$ cat config.mk
export PLATFORM = sky130hd
export DESIGN_NAME = nand_async_seq
export DESIGN_NICKNAME = d
export VERILOG_FILES = /design/src/rtl/nand_async_seq_pkg.sv /design/src/rtl/nand_async_seq_timer.sv /design/src/rtl/nand_async_seq.sv
export SDC_FILE = /design/constraint.sdc
export NUM_CORES = 1
export LEC_CHECK = 0
export ABC_AREA = 1
export CAP_MARGIN = 0
export CORE_ASPECT_RATIO = 1.4
export CORE_MARGIN = 5
export CORE_UTILIZATION = 33
export CTS_CLUSTER_DIAMETER = 40
export DETAILED_ROUTE_END_ITERATION = 16
export HOLD_SLACK_MARGIN = 0.03
export PLACE_DENSITY = 0.69
export SYNTH_ARGS = -nofsm -noshare
export SYNTH_HDL_FRONTEND = slang
export SYNTH_HIERARCHICAL = 1
export SYNTH_SLANG_ARGS = --single-unit
$ cat constraint.sdc
create_clock -name clk0 -period 3.2 [get_ports clk0]
set_input_delay 0.64 -clock clk0 [delete_from_list [all_inputs] [get_ports clk0]]
set_output_delay 0.64 -clock clk0 [all_outputs]
set_load 0.02 [all_outputs]
$ cat src/rtl/nand_async_seq_pkg.sv
// rtl/nand_async_seq_pkg.sv - op/state encodings and CE# helpers for the async NAND sequencer
package nand_async_seq_pkg;

  typedef enum logic [1:0] {
    OP_CMD  = 2'd0,
    OP_ADDR = 2'd1,
    OP_WR   = 2'd2,
    OP_RD   = 2'd3
  } nand_op_e;

  typedef enum logic [1:0] {
    ST_IDLE  = 2'd0,
    ST_SETUP = 2'd1,
    ST_PULSE = 2'd2,
    ST_HOLD  = 2'd3
  } seq_state_e;

  localparam logic [7:0] CEN_IDLE = 8'hFF;

  // Target index to active-low one-hot CE# vector.
  function automatic logic [7:0] ce_onehot_n(input logic [2:0] ce);
    return ~(8'h01 << ce);
  endfunction

endpackage

$ cat src/rtl/nand_async_seq_timer.sv
// rtl/nand_async_seq_timer.sv - loadable down-counter with a one-cycle done pulse, shared by all phases
module nand_seq_timer #(
  parameter int CNT_W = 4
) (
  input  logic             clk,
  input  logic             rst,
  input  logic             load,
  input  logic [CNT_W-1:0] load_val,
  output logic [CNT_W-1:0] count,
  output logic             done
);

  always_ff @(posedge clk) begin
    if (rst) begin
      count <= '0;
    end else if (load) begin
      count <= load_val;
    end else if (count != '0) begin
      count <= count - 1'b1;
    end
  end

  // A phase loaded with N lasts exactly N cycles: done is high on its last cycle.
  assign done = (count == CNT_W'(1));

endmodule

$ cat src/rtl/nand_async_seq.sv
// rtl/nand_async_seq.sv - async SDR NAND pin sequencer; define NAND_ASYNC_SEQ_DEBUG_EN to drive ctrl_debug0
module nand_async_seq
  import nand_async_seq_pkg::*;
#(
  parameter int T_SETUP = 3,
  parameter int T_PULSE = 4,
  parameter int T_HOLD  = 2,
  parameter int RD_LAT  = 3,
  parameter int CNT_W   = 4
) (
  input  logic        clk0,
  input  logic        rst0,
  input  logic        req_valid,
  output logic        req_ready,
  input  logic [1:0]  req_op,
  input  logic [7:0]  req_data,
  input  logic [2:0]  req_ce,
  input  logic        req_last,
  output logic        rsp_valid,
  output logic [7:0]  rsp_data,
  output logic        busy,
  input  logic        wp_en,
  output logic        ctrl_cle,
  output logic        ctrl_ale,
  output logic        ctrl_wrn,
  output logic        ctrl_wpn,
  output logic [7:0]  ctrl_cen,
  output logic        ctrl_wen,
  output logic        ctrl_wen_sel,
  output logic        dq_oe_n,
  output logic [7:0]  wr_data_rise,
  output logic [7:0]  wr_data_fall,
  input  logic [7:0]  rd_data_comb,
  output logic [15:0] ctrl_debug0
);

  // Timer value during PULSE at which the cycle ending RD_LAT cycles after RE# fell is running.
  localparam logic [CNT_W-1:0] RD_SAMPLE_CNT = CNT_W'(T_PULSE - RD_LAT + 1);

  seq_state_e       state, state_next;
  nand_op_e         op_q;
  logic             last_q;
  logic             accept;
  logic             tmr_load, tmr_done;
  logic [CNT_W-1:0] tmr_val, tmr_cnt;
  logic             rd_sample;
  logic [7:0]       wr_data_q;

  logic       cle_d, ale_d, wen_d, wrn_d, oe_n_d, rsp_valid_d, ready_d, busy_d;
  logic [7:0] cen_d, wr_data_d, rsp_data_d;

  assign accept    = req_valid & req_ready;
  assign rd_sample = (state == ST_PULSE) && (op_q == OP_RD) && (tmr_cnt == RD_SAMPLE_CNT);

  nand_seq_timer #(.CNT_W(CNT_W)) u_timer (
    .clk      (clk0),
    .rst      (rst0),
    .load     (tmr_load),
    .load_val (tmr_val),
    .count    (tmr_cnt),
    .done     (tmr_done)
  );

  always_ff @(posedge clk0) begin
    if (rst0) begin
      state <= ST_IDLE;
    end else begin
      state <= state_next;
    end
  end

  always_ff @(posedge clk0) begin
    if (rst0) begin
      op_q   <= OP_CMD;
      last_q <= 1'b0;
    end else if (accept) begin
      op_q   <= nand_op_e'(req_op);
      last_q <= req_last;
    end
  end

  always_comb begin
    state_next = state;
    tmr_load   = 1'b0;
    tmr_val    = '0;
    case (state)
      ST_IDLE: if (accept) begin
        state_next = ST_SETUP;
        tmr_load   = 1'b1;
        tmr_val    = CNT_W'(T_SETUP);
      end
      ST_SETUP: if (tmr_done) begin
        state_next = ST_PULSE;
        tmr_load   = 1'b1;
        tmr_val    = CNT_W'(T_PULSE);
      end
      ST_PULSE: if (tmr_done) begin
        state_next = ST_HOLD;
        tmr_load   = 1'b1;
        tmr_val    = CNT_W'(T_HOLD);
      end
      ST_HOLD: if (tmr_done) begin
        state_next = ST_IDLE;
      end
      default: state_next = ST_IDLE;
    endcase
  end

  // Next values of the registered pins; everything holds unless a phase edge changes it.
  always_comb begin
    cle_d       = ctrl_cle;
    ale_d       = ctrl_ale;
    wen_d       = ctrl_wen;
    wrn_d       = ctrl_wrn;
    oe_n_d      = dq_oe_n;
    cen_d       = ctrl_cen;
    wr_data_d   = wr_data_q;
    rsp_valid_d = 1'b0;
    rsp_data_d  = rsp_data;
    case (state)
      ST_IDLE: if (accept) begin
        cen_d  = ce_onehot_n(req_ce);
        cle_d  = (req_op == OP_CMD);
        ale_d  = (req_op == OP_ADDR);
        oe_n_d = (req_op == OP_RD);
        if (req_op != OP_RD) wr_data_d = req_data;
      end
      ST_SETUP: if (tmr_done) begin
        if (op_q == OP_RD) wrn_d = 1'b0;
        else               wen_d = 1'b0;
      end
      ST_PULSE: begin
        if (rd_sample) begin
          rsp_valid_d = 1'b1;
          rsp_data_d  = rd_data_comb;
        end
        if (tmr_done) begin
          wen_d = 1'b1;
          wrn_d = 1'b1;
        end
      end
      ST_HOLD: if (tmr_done) begin
        cle_d  = 1'b0;
        ale_d  = 1'b0;
        oe_n_d = 1'b1;
        if (last_q) cen_d = CEN_IDLE;
      end
      default: ;
    endcase
    ready_d = (state_next == ST_IDLE);
    busy_d  = (state_next != ST_IDLE) || (cen_d != CEN_IDLE);
  end

  always_ff @(posedge clk0) begin
    if (rst0) begin
      ctrl_cle  <= 1'b0;
      ctrl_ale  <= 1'b0;
      ctrl_wen  <= 1'b1;
      ctrl_wrn  <= 1'b1;
      ctrl_wpn  <= 1'b1;
      ctrl_cen  <= CEN_IDLE;
      dq_oe_n   <= 1'b1;
      wr_data_q <= 8'h00;
      rsp_valid <= 1'b0;
      rsp_data  <= 8'h00;
      req_ready <= 1'b0;
      busy      <= 1'b0;
    end else begin
      ctrl_cle  <= cle_d;
      ctrl_ale  <= ale_d;
      ctrl_wen  <= wen_d;
      ctrl_wrn  <= wrn_d;
      ctrl_wpn  <= ~wp_en;
      ctrl_cen  <= cen_d;
      dq_oe_n   <= oe_n_d;
      wr_data_q <= wr_data_d;
      rsp_valid <= rsp_valid_d;
      rsp_data  <= rsp_data_d;
      req_ready <= ready_d;
      busy      <= busy_d;
    end
  end

  assign ctrl_wen_sel = 1'b1;
  assign wr_data_rise = wr_data_q;
  assign wr_data_fall = wr_data_q;

`ifdef NAND_ASYNC_SEQ_DEBUG_EN
  logic [7:0]  data_q;
  logic [15:0] debug_q;

  always_ff @(posedge clk0) begin
    if (rst0) begin
      data_q  <= 8'h00;
      debug_q <= 16'h0000;
    end else begin
      if (accept) data_q <= req_data;
      debug_q <= {state, op_q, 4'(tmr_cnt), data_q};
    end
  end

  assign ctrl_debug0 = debug_q;
`else
  assign ctrl_debug0 = 16'h0000;
`endif

endmodule
==> results of run 1 <==
stage by stage:
step	utilization	cells	worst slack, ns	area, um2
3_3_place_gp	0.4309	449	0.7490	2811
6_report	0.4453	457	0.9780	2905
2_1_floorplan	-	338	1.234	2250
4_1_cts	0.4453	457	0.9928	2905
3_5_place_dp	0.4309	449	0.6776	2811
5_1_grt	0.4453	457	0.8038	2905
worst paths after layout:
kind	slack, ns	from	end
setup / recovery	0.98	req_valid	u_timer/count[3]
hold / removal	0.47	dq_oe_n	dq_oe_n
setup reg to reg	1.20	state[1]	u_timer/count[3]
hold reg to reg	0.47	dq_oe_n	dq_oe_n
sequential cells by signal, summed over array words and instances, names as in the netlist, 2 cells and up:
register / flops
ctrl_cen: 8
op_q: 2
rsp_data: 8
wr_data_fall: 8
state: 2
u_timer/count: 4
metal layers:
metal / GRT usage / up-vias / part of all wire
met3: 0.03305 / 12 / 0.072
met4: 0.05160 / 0 / 0.023
li1: - / 1084 / -
met2: 0.2351 / 80 / 0.50
met5: 0 / - / 0
met1: 0.1378 / 911 / 0.40
cells in the mapped netlist (2+ instances only):
| library cell | number | area share |
|---|---|---|
| o211ai_1 | 2 | 0.0069 |
| inv_1 | 31 | 0.053 |
| buf_4 | 25 | 0.086 |
| nand2_2 | 2 | 0.0057 |
| o21ai_0 | 26 | 0.059 |
| nor2_1 | 58 | 0.099 |
| a21oi_1 | 12 | 0.027 |
| nand3_2 | 2 | 0.0091 |
| nor3_1 | 2 | 0.0046 |
| clkbuf_1 | 4 | 0.0069 |
| nand4_1 | 4 | 0.011 |
| ha_1 | 7 | 0.040 |
| o21ai_1 | 2 | 0.0046 |
| nand3_1 | 20 | 0.046 |
| dfxtp_1 | 42 | 0.38 |
| conb_1 | 2 | 0.0034 |
| inv_2 | 5 | 0.0086 |
| nand2_1 | 68 | 0.12 |
cell families after synthesis:
kind of cell,count (synthesis),share of synthesized area
simple gates,162,0.3126
fa+ha+maj,7,0.04000
flops,42,0.3840
other cells,2,0.003430
compound gates,42,0.09828
buf+inv,67,0.1617
power by group through the flow:
stage                     clock network, mW  registers (mW)  logic, mW
final                                 0.355           0.678      0.788
after global placement                    0           0.686      0.774
after CTS                             0.376           0.680      0.789
after global routing                  0.395           0.696      0.885
after detailed placement                  0           0.692      0.781
after floorplan                           0           0.744      0.492
layout make-up:
class	instances	area, um2
repair buffers	68	688.2
flip-flops and latches	42	840.8
multi-input cells	229	1055
inverters	36	135.1
fillers	666	3620
clock buffers	5	68.82
well taps	74	92.59
clock inverters	3	25.02
tightest hold or removal path, delay by kind of cell (launching register included):
family | cells | cell delay (ns)
compound gates | 1 | 0.06
flops | 1 | 0.34
simple gates | 1 | 0.05
==> run_results.csv, run 1 <==
group,metric,value,unit
outcome,outcome,"finished, final reports clean",
power,sequentialPowerShare,0.372,
clock_tree,clock_latency,0.30,ns
clock_tree,htree_levels,2,
cells_and_area,layout.cells.most_common,"nand2_1",
power,comb_power_share,0.433,
grt,antenna_violations_before_repair,0,
detailed_routing,detailed_route_wire_length_per_cell,11.50,um
synthesis,synth-seq-area-share,0.3840,
power,power_report.internal_total,1.093,mW
cells_and_area,layout-area-overhead-vs-synth,32.69,%
setup_path,worstPathBufferInverterCount,3,
synthesis,number_of_library_cell_types_mapped_by_synthesis,26,
power,power_leakage,1.310,nW
cells_and_area,most_used_cells_in_the_layout_excluding_fill_and_tap_cells,"nand2_1, clkdlybuf4s50_1, nor2_1",
synthesis,synthesis.instances,322,
setup_path,cp_max_fo,11,
cells_and_area,antenna_cells,0,
cells_and_area,design.final.nets,415,
floorplanning,floorplan.initialDensity,0.3356,
worst_hold_path,min-delay-path-class,"flip-flop to flip-flop",
grt,grt_pass1_vias,2043,
grt,wire_length_of_the_first_global_routing_pass,8.714,mm
cells_and_area,final_layout_size_suffix_gt1_frac,0.05744,
detailed_routing,firstDrtPassIters,4,
grt,global_route.usage.total,0.1283,
setup_path,cp-end-kind,"flip-flop",
timing,post-route-period-util,0.6944,
clock_tree,cts.repair_timing.setup_buffer_count,0,
clock_tree,clock_tree.buffer_depth,2,
timing,worst_hold_slack,0.4730,ns
clock_tree,cts.reportedPaths.clkPinSlew,0.08,ns
timing,final-hold-violation-count,0,
detailed_routing,routed_via_density,4.567,
floorplanning,die-height,106.4,um
floorplanning,chipWidth,78.85,um
floorplanning,fp.coreArea,6525,um2
setup_path,crit_path_start_kind,"input port",
placed_design,gpl.final_weighted_congestion,0.8866,
setup_path,worstRegToRegCells,10,
setup_path,worst_ep_arrival_time,2.42,ns
clock_tree,tritoncts_num_sinks,42,
timing,finalSetupViolations,0,
setup_path,timing.setup.critical_path_class,"input port to flip-flop",
clock_tree,cts_made_buffers,5,
detailed_routing,dr_total_vias,2087,
detailed_routing,detail_route.drc_violations,0,
timing,rsz0062_at_grt,"false",
placed_design,place.port_buffers,66,
synthesis,synth-main-ff-cell,"dfxtp_1",
detailed_routing,route.antenna.remaining_nets,0,
power,power_density,627.0,nW/um2
power,power_switching_share,0.4002,
setup_path,cpLargestDelayFamily,"simple AND/OR/NAND/NOR gates",
synthesis,synthesis.area_per_instance,6.800,um2
clock_tree,cts_tree,"built",
synthesis,ys_seq_elements,42,
setup_path,critPathRequiredTime,3.40,ns
run,max-cap-violations,0,
setup_path,maximum_single_stage_delay_on_the_critical_path,0.46,ns
timing,min_period,2.222,ns
timing,setup_total_negative_slack,0,ns
setup_path,critical-path-slowest-cell,"clkdlybuf4s50_1",
power,p_clk_frac,0.195,
floorplanning,die_ar,8388,um2
synthesis,yosys_warnings,6,
placed_design,hpwlAfterDp,4.122,mm
grt,grt_overflow_total,0,
timing,clock.fmax,450.1,MHz
worst_hold_path,holdPathStages,2,
timing,report.final.slew_viol_count,0,
clock_tree,post_cts_resized,0,
detailed_routing,route.final.wire_length,5.255,mm
power,vdd.ir_drop.worst,0.2894,mV
synthesis,synth_area,2190,um2
floorplanning,io_pins,84,
clock_tree,cts_root_buffer,"clkbuf_8",
grt,grt_start_max_net_pins,21,
synthesis,synth_edf_count,0,
timing,timing.clock.skew,0.007347,ns
synthesis,synth-async-reset-ratio,0,
detailed_routing,drt_iter0_drc,71,
floorplanning,fp-row-count,35,
setup_path,worstPathCellList,"clkdlybuf4s50_1 -> nand2_1 -> nor2_4 -> inv_1 -> a21oi_1 -> inv_2 -> or2_0 -> nand3_1 -> nor2_1",
setup_path,worstSetupPathDepth,9,
clock_tree,cts.hold.buffers_added,0,
power,fin_total_pwr,1.822,mW
power,switching_power,0.7290,mW
Note: power is estimated with default switching activity, not from simulation.
==> run 2: changes to the inputs <==
--- a/config.mk
+++ b/config.mk
@@ -13,7 +13,7 @@
 export CTS_CLUSTER_DIAMETER = 40
 export DETAILED_ROUTE_END_ITERATION = 16
 export HOLD_SLACK_MARGIN = 0.03
-export PLACE_DENSITY = 0.69
+export PLACE_DENSITY = 0.71
 export SYNTH_ARGS = -nofsm -noshare
 export SYNTH_HDL_FRONTEND = slang
 export SYNTH_HIERARCHICAL = 1
==> constraint.sdc (replaced) <==
create_clock -name clk0 -period 2 [get_ports clk0]
set_input_delay 0.4 -clock clk0 [delete_from_list [all_inputs] [get_ports clk0]]
set_output_delay 0.4 -clock clk0 [all_outputs]
set_load 0.02 [all_outputs]
==> run 2 against run 1 <==
Net effect:
- register-to-register slack got worse by 1.1 ns
- first-iteration DRC count up 34%
- design area up 1.8%
- critical endpoint is now busy
==> run_results.csv, run 2 (synthesis results as in run 1) <==
group,metric,value,unit
detailed_routing,dr_total_vias,2174,
floorplanning,die_ar,8388,um2
clock_tree,tritoncts_num_sinks,42,
detailed_routing,route.antenna.remaining_nets,0,
cells_and_area,final_layout_size_suffix_gt1_frac,0.07732,
cells_and_area,post_route_insts_no_fill,462,
timing,layout_setup_ws,0.1262,ns
timing,clock.fmax,533.7,MHz
setup_path,crit_top_cell,"nand2_1",
floorplanning,io_pins,84,
timing,final-hold-violation-count,0,
setup_path,reg2reg_from,"u_timer/count[1]",
setup_path,reg2reg_setup_slack,0.13,ns
placed_design,gpl.final_weighted_congestion,0.9108,
placed_design,post-place-cells,454,
cells_and_area,layout-area-overhead-vs-synth,35.03,%
grt,antenna_violations_before_repair,0,
power,vdd.ir_drop.worst,0.5335,mV
worst_hold_path,hold_path.startpoint,"dq_oe_n",
floorplanning,fp.coreArea,6525,um2
detailed_routing,route.final.wire_length,5.472,mm
worst_hold_path,hold_end,"dq_oe_n",
detailed_routing,firstDrtPassIters,4,
grt,groute.layer.met3.usage,0.02373,
setup_path,timing.setup.critical_path_class,"flip-flop to flip-flop",
setup_path,critical-path-slowest-cell,"dfxtp_1",
placed_design,hpwlAfterDp,4.150,mm
timing,finalSetupViolations,0,
cells_and_area,finish.instance_area,2957,um2
grt,groute.layer.met1.usage,0.1384,
clock_tree,cts_made_buffers,5,
placed_design,place.port_buffers,66,
clock_tree,htree_levels,2,
cells_and_area,antenna_cells,0,
clock_tree,cts_root_buffer,"clkbuf_8",
clock_tree,cts_tree,"built",
timing,min_period,1.874,ns
timing,setup_total_negative_slack,0,ns
clock_tree,clock_latency,0.30,ns
cells_and_area,layout.cells.most_common,"nand2_1",
timing,worst_hold_slack,0.4664,ns
power,power_density,1014,nW/um2
grt,grt-busiest-layer,"met2",
detailed_routing,drt_iter0_drc,95,
placed_design,pre_cts_ws,0.008154,ns
cells_and_area,design.final.nets,420,
setup_path,worst_ep_arrival_time,2.07,ns
setup_path,cp_max_fo,5,
setup_path,worstRegToRegCells,15,
floorplanning,chipWidth,78.85,um
setup_path,worstPathCellList,"inv_1 -> ha_1 -> nor3b_4 -> buf_4 -> inv_2 -> nand2_1 -> nand2_1 -> nand2_1 -> nand2_1 -> inv_2 -> nand2_1 -> nor2_1 -> nand3_1 -> nor2_1 -> nor2_1",
grt,grt_overflow_total,0,
grt,grt_pass1_vias,2040,
grt,global_route.usage.total,0.1325,
detailed_routing,detail_route.drc_violations,0,
grt,global_route.usage.met2,0.2558,
worst_hold_path,holdPathStages,2,
timing,rsz0062_at_grt,"false",
timing,post-route-period-util,0.9369,
cells_and_area,most_used_cells_in_the_layout_excluding_fill_and_tap_cells,"nand2_1, clkdlybuf4s50_1, nor2_1",
grt,wire_length_of_the_first_global_routing_pass,9.018,mm
timing,timing.clock.skew,0.005720,ns
timing,report.final.slew_viol_count,0,
detailed_routing,detailed_route_wire_length_per_cell,11.84,um
setup_path,critPathRequiredTime,2.20,ns
floorplanning,fp-row-count,35,
setup_path,maximum_single_stage_delay_on_the_critical_path,0.34,ns
placed_design,place_area,2836,um2
power,fin_total_pwr,2.998,mW
floorplanning,floorplan.initialDensity,0.3356,
outcome,outcome,"finished, final reports clean",
detailed_routing,routed_via_density,4.706,
floorplanning,die-height,106.4,um
setup_path,crit_path_start_kind,"flip-flop",
run,max-cap-violations,0,
clock_tree,clock_tree.buffer_depth,2,
setup_path,cp-end-kind,"flip-flop",
cells_and_area,finalCoreUtilization,0.4531,
grt,grt_start_max_net_pins,31,
setup_path,crit-reg2reg-capture,"busy",
worst_hold_path,min-delay-path-class,"flip-flop to flip-flop",
power,power_leakage,1.331,nW
clock_tree,cts.reportedPaths.clkPinSlew,0.09,ns
[run 2: changes by cell type in the layout (fill, tap and decap cells not counted), sizes merged]
cell | before | now
buf | 2 | 7
[run 2: layout make-up]
cell class / instances / area [um2]
Sequential cell: 42 / 840.8
Fill cell: 673 / 3568
Inverter: 36 / 135.1
Clock inverter: 3 / 25.02
Timing Repair Buffer: 73 / 713.2
Clock buffer: 5 / 68.82
Tap cell: 74 / 92.59
Multi-Input combinational cell: 229 / 1081
[run 2: worst max-delay path, delay by kind of cell, from the launching register on]
family | cells | cell delay [ns]
adders and majority gates | 1 | 0.16
buffers and inverters | 4 | 0.38
DFF | 1 | 0.34
and+or+nand+nor | 10 | 0.88
[run 2: repair_timing]
| item | in CTS | in global routing |
|---|---|---|
| gates resized for setup | 0 | 5 |
| buffers inserted | 0 | 0 |
| hold buffers | 0 | 0 |
| setup endpoints to repair | 0 | 7 |
[run 2: worst max path at each step]
| stage | cells after the start | end | start | slack (ns) |
|---|---|---|---|---|
| detailed placement | 11 | busy | req_valid | 0.008 |
| CTS | 15 | busy | u_timer/count[1] | 0.06 |
| global route | 15 | busy | u_timer/count[1] | 0.002 |
| floorplan | 9 | u_timer/count[3] | u_timer/count[1] | 0.03 |
| finish | 15 | busy | u_timer/count[1] | 0.13 |
| global placement | 11 | busy | req_valid | 0.02 |
[run 2: per-layer routing]
metal  part of all wire  up-vias
li1                   -     1096
met1               0.39      985
met2               0.53       84
met3              0.062        9
met4              0.013        0
met5                  0        -
[run 2: power by group]
group	switching (mW)	internal, mW
clock network	0.323	0.252
registers	0.111	0.975
logic	0.770	0.567
==> RTL change, RTL diff (flow settings as in run 2) <==
`rsp_data` no longer has a reset.
--- a/src/rtl/nand_async_seq.sv
+++ b/src/rtl/nand_async_seq.sv
@@ -162,7 +162,6 @@
       dq_oe_n   <= 1'b1;
       wr_data_q <= 8'h00;
       rsp_valid <= 1'b0;
-      rsp_data  <= 8'h00;
       req_ready <= 1'b0;
       busy      <= 1'b0;
     end else begin
@@ -175,10 +174,13 @@
       dq_oe_n   <= oe_n_d;
       wr_data_q <= wr_data_d;
       rsp_valid <= rsp_valid_d;
-      rsp_data  <= rsp_data_d;
       req_ready <= ready_d;
       busy      <= busy_d;
     end
+  end
+
+  always_ff @(posedge clk0) begin
+    rsp_data <= rsp_data_d;
   end
 
   assign ctrl_wen_sel = 1'b1;
Check against the original RTL: differs if rst0 is asserted again (counterexample within 10 cycles, from zero or initial values and one cycle with rst0 high); with rst0 held inactive, the same outputs for 10 cycles.
==> RTL change against run 2 <==
- synthesized area grew 0.23%
- sequential cell count unchanged
- routed wire length fell by 6.6%
- largest power group unchanged
- worst setup slack gained 36 ps
- die area grew 0.20%
- largest cell class unchanged
- power increased by 7.2%
- non-clock buffer count increased by 3
- via count is 9.7% lower
- final area rose by 1.1%
- maximum frequency grew 2.0%
- clock skew rose by 11 ps
- cell count is 5.0% lower
==> RTL change: results (changes against run 2) <==
route.met2.wl_microns: 2570  # was 2900 microns
nNonClkInverters: 34  # was 36
wl_met3_microns: 325  # was 339 microns
first_global_vias: 1903  # was 2040
drive_gt1_share_pct: 9.59  # was 7.73%
grt_util_met3_pct: 3.31  # was 2.37%
gp_congestion: 0.883  # was 0.911
wl_per_cell_microns: 11.6  # was 11.8 microns
fill_cells: 653  # was 673
seqCellArea_sq_um: 922  # was 841 sq um
yosysSeqAreaShare_pct: 42.0  # was 38.4%
ff2ff_setup_slack_ps: 160  # was 130 ps
grt_max_degree: 22  # was 31
placed_cell_area_sq_mm: 0.00286  # was 0.00284 sq mm
synthTopCellsByCount: "nand2_1 (63), nor2_1 (40), dfxtp_1 (34), inv_1 (31), buf_4 (27)"  # was nand2_1 (68), nor2_1 (58), dfxtp_1 (42), inv_1 (31), o21ai_0 (26)
dp_hpwl_microns: 4010  # was 4150 microns
use_met1_pct: 12.5  # was 13.8%
hp-start: "dq_oe_n"  # unchanged
synth.area.top_cells: "dfxtp_1 (31%), edfxtp_1 (11%), nand2_1 (11%)"  # was dfxtp_1 (38%), nand2_1 (12%), nor2_1 (9.9%)
dp.cells: 431  # was 454
synth_edf_count: 8  # was 0
synthDistinctLibCells: 27  # was 26
seq_share_pct: 30.9  # was 28.4%
p_seq_share_pct: 34.9  # was 36.2%
switching_share_pct: 38.2  # was 40.2%
grt_util_all_layers_pct: 11.8  # was 13.3%
syn-instance-count: 296  # was 322
vdd_drop_max_v: 0.000530  # was 0.000534 V
pwr-share-comb_pct: 43.3  # was 44.6%
die_w_microns: 78.9  # was 78.8 microns
met1_length_microns: 2160  # about the same
clockNetworkAreaShare_pct: 3.94  # was 3.17%
rr_worst_depth: 13  # was 15
layout.nets: 397  # was 420
whs_ps: 465  # was 466 ps
skew_ps: 17.0  # was 5.72 ps
fin_crit_sh_pct: 91.9  # was 93.7%
grt_pass1_wl_microns: 8100  # was 9020 microns
multi_input_gates: 205  # was 229
pre_cts_ws_ps: -70.2  # was 8.15 ps
slowest_stage: "dfxtp_2"  # was dfxtp_1
first_iter_violations: 59  # was 95
viasPerCell: 4.47  # was 4.71
status: "completed"  # unchanged
ctsHtreeMaxLevel: 2  # unchanged
cp_max_fo: 8  # was 5
comb_power_mw: 1.39  # was 1.34 mW
hold_path_end: "dq_oe_n"  # unchanged
[RTL change: cell count changes in the layout (fill, tap and decap cells not counted), moves of 2 or more]
| cell | change |
|---|---|
| buf_4 | +3 |
| nor2_1 | -18 |
| o21ai_0 | -11 |
| o21ai_1 | -2 |
| dfxtp_1 | -9 |
| nand2_1 | -5 |
| a21oi_1 | +4 |
| edfxtp_1 | +8 |
| o211ai_1 | +2 |
| or2_1 | +3 |
[RTL change: cells by family (layout without fill, tap and decap cells)]
kind of cell    after synthesis  count (layout)  synth area share, %
compound gates               37              37                 9.18
fa+ha+maj                     7               7                 3.99
buf+inv                      65             118                 16.1
flops                        42              42                 42.0
other cells                   2              18                0.342
simple gates                143             143                 28.4
[RTL change: tightest hold or removal path, delay by kind of cell (launching register included)]
| kind | cells | cell delay, ps |
|---|---|---|
| AOI/OAI and AO/OA | 1 | 60 |
| DFF | 1 | 330 |
| and+or+nand+nor | 1 | 50 |
